File: config.mk
export PLATFORM = sky130hd
export DESIGN_NAME = dst_memory_writer
export DESIGN_NICKNAME = d
export VERILOG_FILES = /design/src/rtl/dst_mem_pkg.sv /design/src/rtl/dst_mem_array.sv /design/src/rtl/dst_memory_writer.sv
export SDC_FILE = /design/constraint.sdc
export NUM_CORES = 1
export LEC_CHECK = 0
export CORE_MARGIN = 10
export CORE_UTILIZATION = 50
export DETAILED_ROUTE_END_ITERATION = 7
export PLACE_DENSITY = 0.74
export SYNTH_ARGS = -nofsm -noshare
export SYNTH_HDL_FRONTEND = slang
export SYNTH_SLANG_ARGS = --single-unit
File: constraint.sdc
create_clock -name clk -period 1.7 [get_ports clk]
set_clock_uncertainty 0.15 [all_clocks]
set_input_delay 0.51 -clock clk [delete_from_list [all_inputs] [get_ports clk]]
set_output_delay 0.51 -clock clk [all_outputs]
set_load 0.02 [all_outputs]
File: src/rtl/dst_mem_pkg.sv
// Shared constants and types for the destination-operand memory writer.
package dst_mem_pkg;
    localparam int DATA_W = 8;
    localparam int ADDR_W = 3;
    localparam int DEPTH  = 8;
    localparam int CNT_W  = 4;

    typedef logic [ADDR_W-1:0] addr_t;
    typedef logic [DATA_W-1:0] data_t;
    typedef logic [CNT_W-1:0]  cnt_t;

    typedef enum logic {
        ST_IDLE,
        ST_CLEAR
    } state_e;

    localparam cnt_t  CNT_MAX  = '1;
    localparam addr_t LAST_IDX = addr_t'(DEPTH - 1);
endpackage

File: src/rtl/dst_mem_array.sv
// DEPTH x DATA_W storage: one synchronous write port, one registered read port (1-cycle latency).
// Read-before-write on a same-address collision; storage itself is never reset.
module dst_mem_array
    import dst_mem_pkg::*;
(
    input  logic              clk,
    input  logic              rst,
    input  logic              we_i,
    input  logic [ADDR_W-1:0] waddr_i,
    input  logic [DATA_W-1:0] wdata_i,
    input  logic [ADDR_W-1:0] raddr_i,
    output logic [DATA_W-1:0] rdata_o
);
    data_t mem_q [DEPTH];
    data_t rdata_q;

    always_ff @(posedge clk) begin
        if (we_i) begin
            mem_q[waddr_i] <= wdata_i;
        end
    end

    always_ff @(posedge clk) begin
        if (rst) begin
            rdata_q <= '0;
        end else begin
            rdata_q <= mem_q[raddr_i];
        end
    end

    assign rdata_o = rdata_q;
endmodule

File: src/rtl/dst_memory_writer.sv
// Destination memory writer: valid/ready write port, 1-cycle read port, 8-cycle clear sweep after reset/clear_req.
// wr_ready is low during reset, during a sweep and whenever clear_req is high; DST_MEMORY_WRITER_BYPASS_EN adds write-through reads.
module dst_memory_writer
    import dst_mem_pkg::*;
(
    input  logic              clk,
    input  logic              rst,
    input  logic              wr_valid,
    output logic              wr_ready,
    input  logic [ADDR_W-1:0] wr_addr,
    input  logic [DATA_W-1:0] wr_data,
    input  logic              clear_req,
    output logic              clear_done,
    output logic              busy,
    output logic [CNT_W-1:0]  wr_count,
    input  logic [ADDR_W-1:0] rd_addr,
    output logic [DATA_W-1:0] rd_value
);
    state_e state_q, state_d;
    addr_t  clr_idx_q, clr_idx_d;
    cnt_t   cnt_q, cnt_d;
    logic   done_q, done_d;

    logic   wr_acc;
    logic   arr_we;
    addr_t  arr_waddr;
    data_t  arr_wdata;
    data_t  arr_rdata;

    always_comb begin
        state_d   = state_q;
        clr_idx_d = clr_idx_q;
        cnt_d     = cnt_q;
        done_d    = 1'b0;
        wr_ready  = (state_q == ST_IDLE) && !clear_req && !rst;
        wr_acc    = wr_valid && wr_ready;
        arr_we    = 1'b0;
        arr_waddr = wr_addr;
        arr_wdata = wr_data;

        case (state_q)
            ST_CLEAR: begin
                // The sweep shares the array write port; reset suppresses it.
                arr_we    = !rst;
                arr_waddr = clr_idx_q;
                arr_wdata = '0;
                clr_idx_d = clr_idx_q + 1'b1;
                if (clr_idx_q == LAST_IDX) begin
                    state_d = ST_IDLE;
                    done_d  = 1'b1;
                    cnt_d   = '0;
                end
            end
            ST_IDLE: begin
                clr_idx_d = '0;
                if (clear_req) begin
                    state_d = ST_CLEAR;
                end else if (wr_acc) begin
                    arr_we = 1'b1;
                    if (cnt_q != CNT_MAX) begin
                        cnt_d = cnt_q + 1'b1;
                    end
                end
            end
            default: begin
                state_d = ST_CLEAR;
            end
        endcase
    end

    always_ff @(posedge clk) begin
        if (rst) begin
            state_q   <= ST_CLEAR;
            clr_idx_q <= '0;
            cnt_q     <= '0;
            done_q    <= 1'b0;
        end else begin
            state_q   <= state_d;
            clr_idx_q <= clr_idx_d;
            cnt_q     <= cnt_d;
            done_q    <= done_d;
        end
    end

    assign busy       = (state_q == ST_CLEAR) || rst;
    assign clear_done = done_q;
    assign wr_count   = cnt_q;

    dst_mem_array u_array (
        .clk     (clk),
        .rst     (rst),
        .we_i    (arr_we),
        .waddr_i (arr_waddr),
        .wdata_i (arr_wdata),
        .raddr_i (rd_addr),
        .rdata_o (arr_rdata)
    );

`ifdef DST_MEMORY_WRITER_BYPASS_EN
    logic  byp_q;
    data_t byp_dat_q;

    // Forward any array write (including sweep zeros) that hits the address being read.
    always_ff @(posedge clk) begin
        if (rst) begin
            byp_q     <= 1'b0;
            byp_dat_q <= '0;
        end else begin
            byp_q     <= arr_we && (arr_waddr == rd_addr);
            byp_dat_q <= arr_wdata;
        end
    end

    assign rd_value = byp_q ? byp_dat_q : arr_rdata;
`else
    assign rd_value = arr_rdata;
`endif
endmodule
======== Yosys cells after proc, flatten, opt, wreduce, memory -nomap -nowiden ========
Memories as Yosys holds them, arrays and structs flattened. A register that Yosys moved wholly into a read port is not among the register bits.
Cells that the tools add are included.
storage, ports and cells
  memories ................................ 1
  register bits after elaboration ......... 9
  bits in writable memories ............... 64
  word-level logic and storage cells ...... 39
  input bits .............................. 18
  output and inout bits ................... 15
memories
  name           depth  bits a word  read ports  clocked after memory_dff  write ports  line                 RTL
  u_array.mem_q  8      8            1           1                         1            dst_mem_array.sv:14  data_t mem_q [DEPTH];
cells by class
  bitwise gates (word level) .............. 1
  multiplexer cells ....................... 17
  add/sub/neg operators ................... 2
  reductions and logical operators ........ 8
  equality and inequality tests ........... 6
operators by type and width
  cell                   count
  $mux W4                4
  $mux W8                1
  $pmux W4 S2            1
  $mux W1                7
  $pmux W3 S2            1
  $add A4 B1 Y4 const B  1
  $ne A2 B1 Y1 const B   2
  $ne A2 B2 Y1 const B   2
  $ne A4 B4 Y1 const B   1
  $pmux W1 S2            2
  $reduce_and A4 Y1      1
  $add A3 B1 Y3 const B  1
  $eq A3 B3 Y1 const B   1
  $logic_and A1 B1 Y1    3
  $mux W3                1
  $logic_not A1 Y1       2
  $reduce_or A2 Y1       1
  $logic_or A1 B1 Y1     1
  $not A1 Y1             1

======== Logic depth before layout (Yosys ltp) ========
  depth in word-level cells ............... 9
  mapped depth ............................ 5
  gate-level depth less buffers ........... 5

======== Hierarchy ========
From an unflattened synthesis, not the netlist that was laid out.
second synthesis, totals
  cell total of the unflattened synthesis .. 181
  area, all modules ....................... 3198.1 um^2
modules (own cells, without submodules)
  module             seq. area each (um^2)  instances  cells each  area each (um^2)
  dst_mem_array      2082.0                 1          123         2686.3
  dst_memory_writer  180.2                  1          58          511.7

======== Worst setup path before layout ========
OpenSTA, ideal clock, no wires.
  kind .................................... input -> register
  start ................................... input port wr_addr[0]
  end ..................................... memory u_array.mem_q[0][0] (netlist name), enable pin
  stages .................................. 3
  required time ........................... 1.180 ns
  arrival time ............................ 1.324 ns
  buffers on the path ..................... 0
  library setup time ...................... 0.370 ns
  setup slack ............................. -0.144 ns
  cells stage by stage .................... nor4b_1 o21bai_1 nor2_1
between the ends
  cells in the longest elaborated chain, start to end .. 1
RTL lines
  what         line                     RTL
  from (decl)  dst_memory_writer.sv:10  input logic [ADDR_W-1:0] wr_addr,
  $mux W3      dst_memory_writer.sv:41  case (state_q)
  to (decl)    dst_mem_array.sv:14
Every way passes these cells.

======== Worst setup path after layout ========
  start ................................... input port rst
  end ..................................... output port wr_ready
between the ends
  cells in the longest elaborated chain, start to end .. 2
RTL lines
  what                 line                     RTL
  from (decl)          dst_memory_writer.sv:7   input logic rst,
  $logic_not A1 Y1     dst_memory_writer.sv:35  wr_ready = (state_q == ST_IDLE) && !clear_req && !rst;
  $logic_and A1 B1 Y1  dst_memory_writer.sv:35
  to (decl)            dst_memory_writer.sv:9   output logic wr_ready,
Every way passes these cells.

==> reports/results.txt <==
largest stage delay on the critical path - 0.21 ns
Leakage - 1.60 nW
run status - complete, but fails checks
Final WS setup - -0.0258 ns
Worst path depth - 5
vias - 1883
Worst-Skew Late Latency - 0.35 ns
Worst Path Arrival - 1.07 ns
Max-slew headroom - 0.655
Pwr Density - 918 mW/mm2
sequential share of power - 0.553
Placed Cells - 320
Yosys reg bits - 81
Hold Crit Depth - 1
mapped cell area - 0.00323 mm2
Worst Reg-to-Reg Cells - 5
hold_ws - 0.367 ns
switching power - 907 uW
core area - 0.00631 mm2
final wirelength - 6940 um
CP max FO - 2
setup violators final - 1
Post-Syn Instances - 190
worst slew pin tran - 0.516 ns
setup TNS - -0.0258 ns
Pint - 3.06 mW
max-slew violation count - 0
EDFF count, synth - 64
hpwl dp - 4460 um
sw frac - 0.229
post-route ant nets - 0
drt wl/cell - 20.2 um
Initial DRT Pass Iterations - 4
commonest non-fill, non-tap cells in the layout - edfxtp_1 (64), buf_4 (18), dfxtp_1 (16)
Die Width - 100 um
CP top delay family - buffers and inverters
Reg clk slew, reported paths - 0.09 ns
average vias per placed instance - 5.49
GPL Wtd Cong - 0.796
clock sinks - 81
clock share of power - 0.355
Distinct cells, synth - 33
CTS tree - built
initial antenna violation count - 0
hold crit path type - reg2reg
CTS max path bufs - 2
nets - 282
Top-Level Pins - 33
htree depth - 3
worst vdd ir - 0.000588 V
all-layer global routing usage - 0.142
max_cap viols - 0
CP Class - in2out
asr flop ratio synth - 0
vias in the first global route - 2010
worst-path cell chain - clkdlybuf4s15_2, nor2_4, inv_2, nor2_2, buf_6
row cnt - 29
largest net degree at the start of global routing - 17
ratio of cells with drive above 1 in the final layout - 0.361
endpoint class of the critical path - output pin
Avg Cell Area, Syn - 17.0 um2
remaining global-route overflow - 0
combinational share of power - 0.092
Die ar. - 0.0101 mm2
Fill cells - 437
RSZ-0062 raised after global routing - true
final worst path period need - 1.73 ns
Starting DRT DRC Count - 60
CP max-delay cell - clkdlybuf4s15_2
# diodes - 0
violated checks - negative setup slack
CTS root buffer - clkbuf_8
Synth-to-Final Area Change - 33.7%
leading cell type in the layout, fill and taps excluded - edfxtp_1
Setup WS pre-CTS - -0.799 ns
starting density of the core - 0.512
die height - 100 um
post-synthesis sequential area ratio - 0.700
Final Hold Vio Count - 0
number of CTS-inserted buffers - 9
hold-fix buffers at CTS - 0
WP data required - 1.04 ns
I/O Buffers - 32
FMAX - 579 MHz
drt drc - 0
Setup crit start kind - input pin
CP bufs+invs - 3
ratio of final minimum period to clock period - 1.02
first-pass GRT wire length - 10900 um
final std cells w/o fill - 343
Mapped Nets - 211
Primary FF master, synth - edfxtp_1
YS warnings - 0
==> worst paths after layout <==
check	from	endpoint	slack [ns]
min reg2reg	clr_idx_q[0]$_SDFF_PP0_	clr_idx_q[0]$_SDFF_PP0_	0.37
max reg2reg	state_q$_SDFF_PP1_	u_array.mem_q[5][4]$_DFFE_PP_	0
min	clr_idx_q[0]$_SDFF_PP0_	clr_idx_q[0]$_SDFF_PP0_	0.37
max	rst	wr_ready	-0.03
==> what timing repair did <==
item / in CTS / in global routing
cloned: 1 / 0
setup endpoints to repair: 87 / 75
setup buffers: 6 / 0
pin swaps: 10 / 5
gates resized for setup: 62 / 30
==> metrics by stage <==
stage	utilization	total power [mW]	area, um2
floorplan	-	2.40	3270
finish	0.685	3.97	4320
detailed placement	0.619	2.56	3910
CTS	0.675	3.97	4260
global route	0.685	4.11	4320
global placement	0.619	2.55	3910
==> cell usage after synthesis (2+ instances only) <==
cell type / count / share of area
nand3_1: 2 / 0.0031
nand2_1: 6 / 0.0070
and3_1: 2 / 0.0039
nor2b_1: 14 / 0.027
o21ai_0: 2 / 0.0031
inv_1: 4 / 0.0046
edfxtp_1: 64 / 0.59
and2_1: 3 / 0.0058
a21oi_1: 3 / 0.0046
buf_2: 3 / 0.0046
mux4_1: 6 / 0.049
nand4_1: 2 / 0.0039
clkbuf_1: 2 / 0.0023
dfxtp_1: 17 / 0.11
nor2_1: 22 / 0.026
ha_1: 3 / 0.012
mux2i_1: 9 / 0.028
mux4_2: 10 / 0.070
a32oi_1: 2 / 0.0054
==> power by group through the flow <==
stage          sequential (mW)  clock [mW]  combinational (mW)
2_1_floorplan             2.25           0               0.155
3_3_place_gp              2.23           0               0.318
3_5_place_dp              2.24           0               0.324
4_1_cts                   2.19        1.43               0.350
5_1_grt                   2.20        1.52               0.389
6_report                  2.19        1.41               0.364
==> layout make-up <==
| type | instances | area, um2 | share of cell area |
|---|---|---|---|
| flip-flops and latches | 81 | 2260 | 0.524 |
| multi-input cells | 96 | 1040 | 0.240 |
| repair buffers | 69 | 709 | 0.164 |
| clock buffers | 9 | 124 | 0.0287 |
| well taps | 77 | 96.3 | 0.0223 |
| clock inverters | 7 | 77.6 | 0.0180 |
| inverters | 4 | 15.0 | 0.00347 |
==> registers in the layout (all words and copies together), names as in the netlist <==
signal,cells
state_q,1
u_array.mem_q,64
clr_idx_q,3
wr_count,4
clear_done,1
u_array.rdata_o,8
==> layer usage <==
layer	vias to the layer above	GRT usage	part of all wire
li1	875	-	-
met1	950	0.168	0.40
met2	53	0.243	0.54
met3	5	0.0495	0.055
met4	0	0.0326	0.0061
met5	-	0	0
==> cell families after synthesis <==
group / count (synthesis) / share of synthesized area
DFF: 81 / 0.700
and+or+nand+nor: 55 / 0.0883
muxes: 25 / 0.146
AOI/OAI and AO/OA: 13 / 0.0287
buffers and inverters: 13 / 0.0252
adders and majority gates: 3 / 0.0116
(Power assumes the default switching activity.)
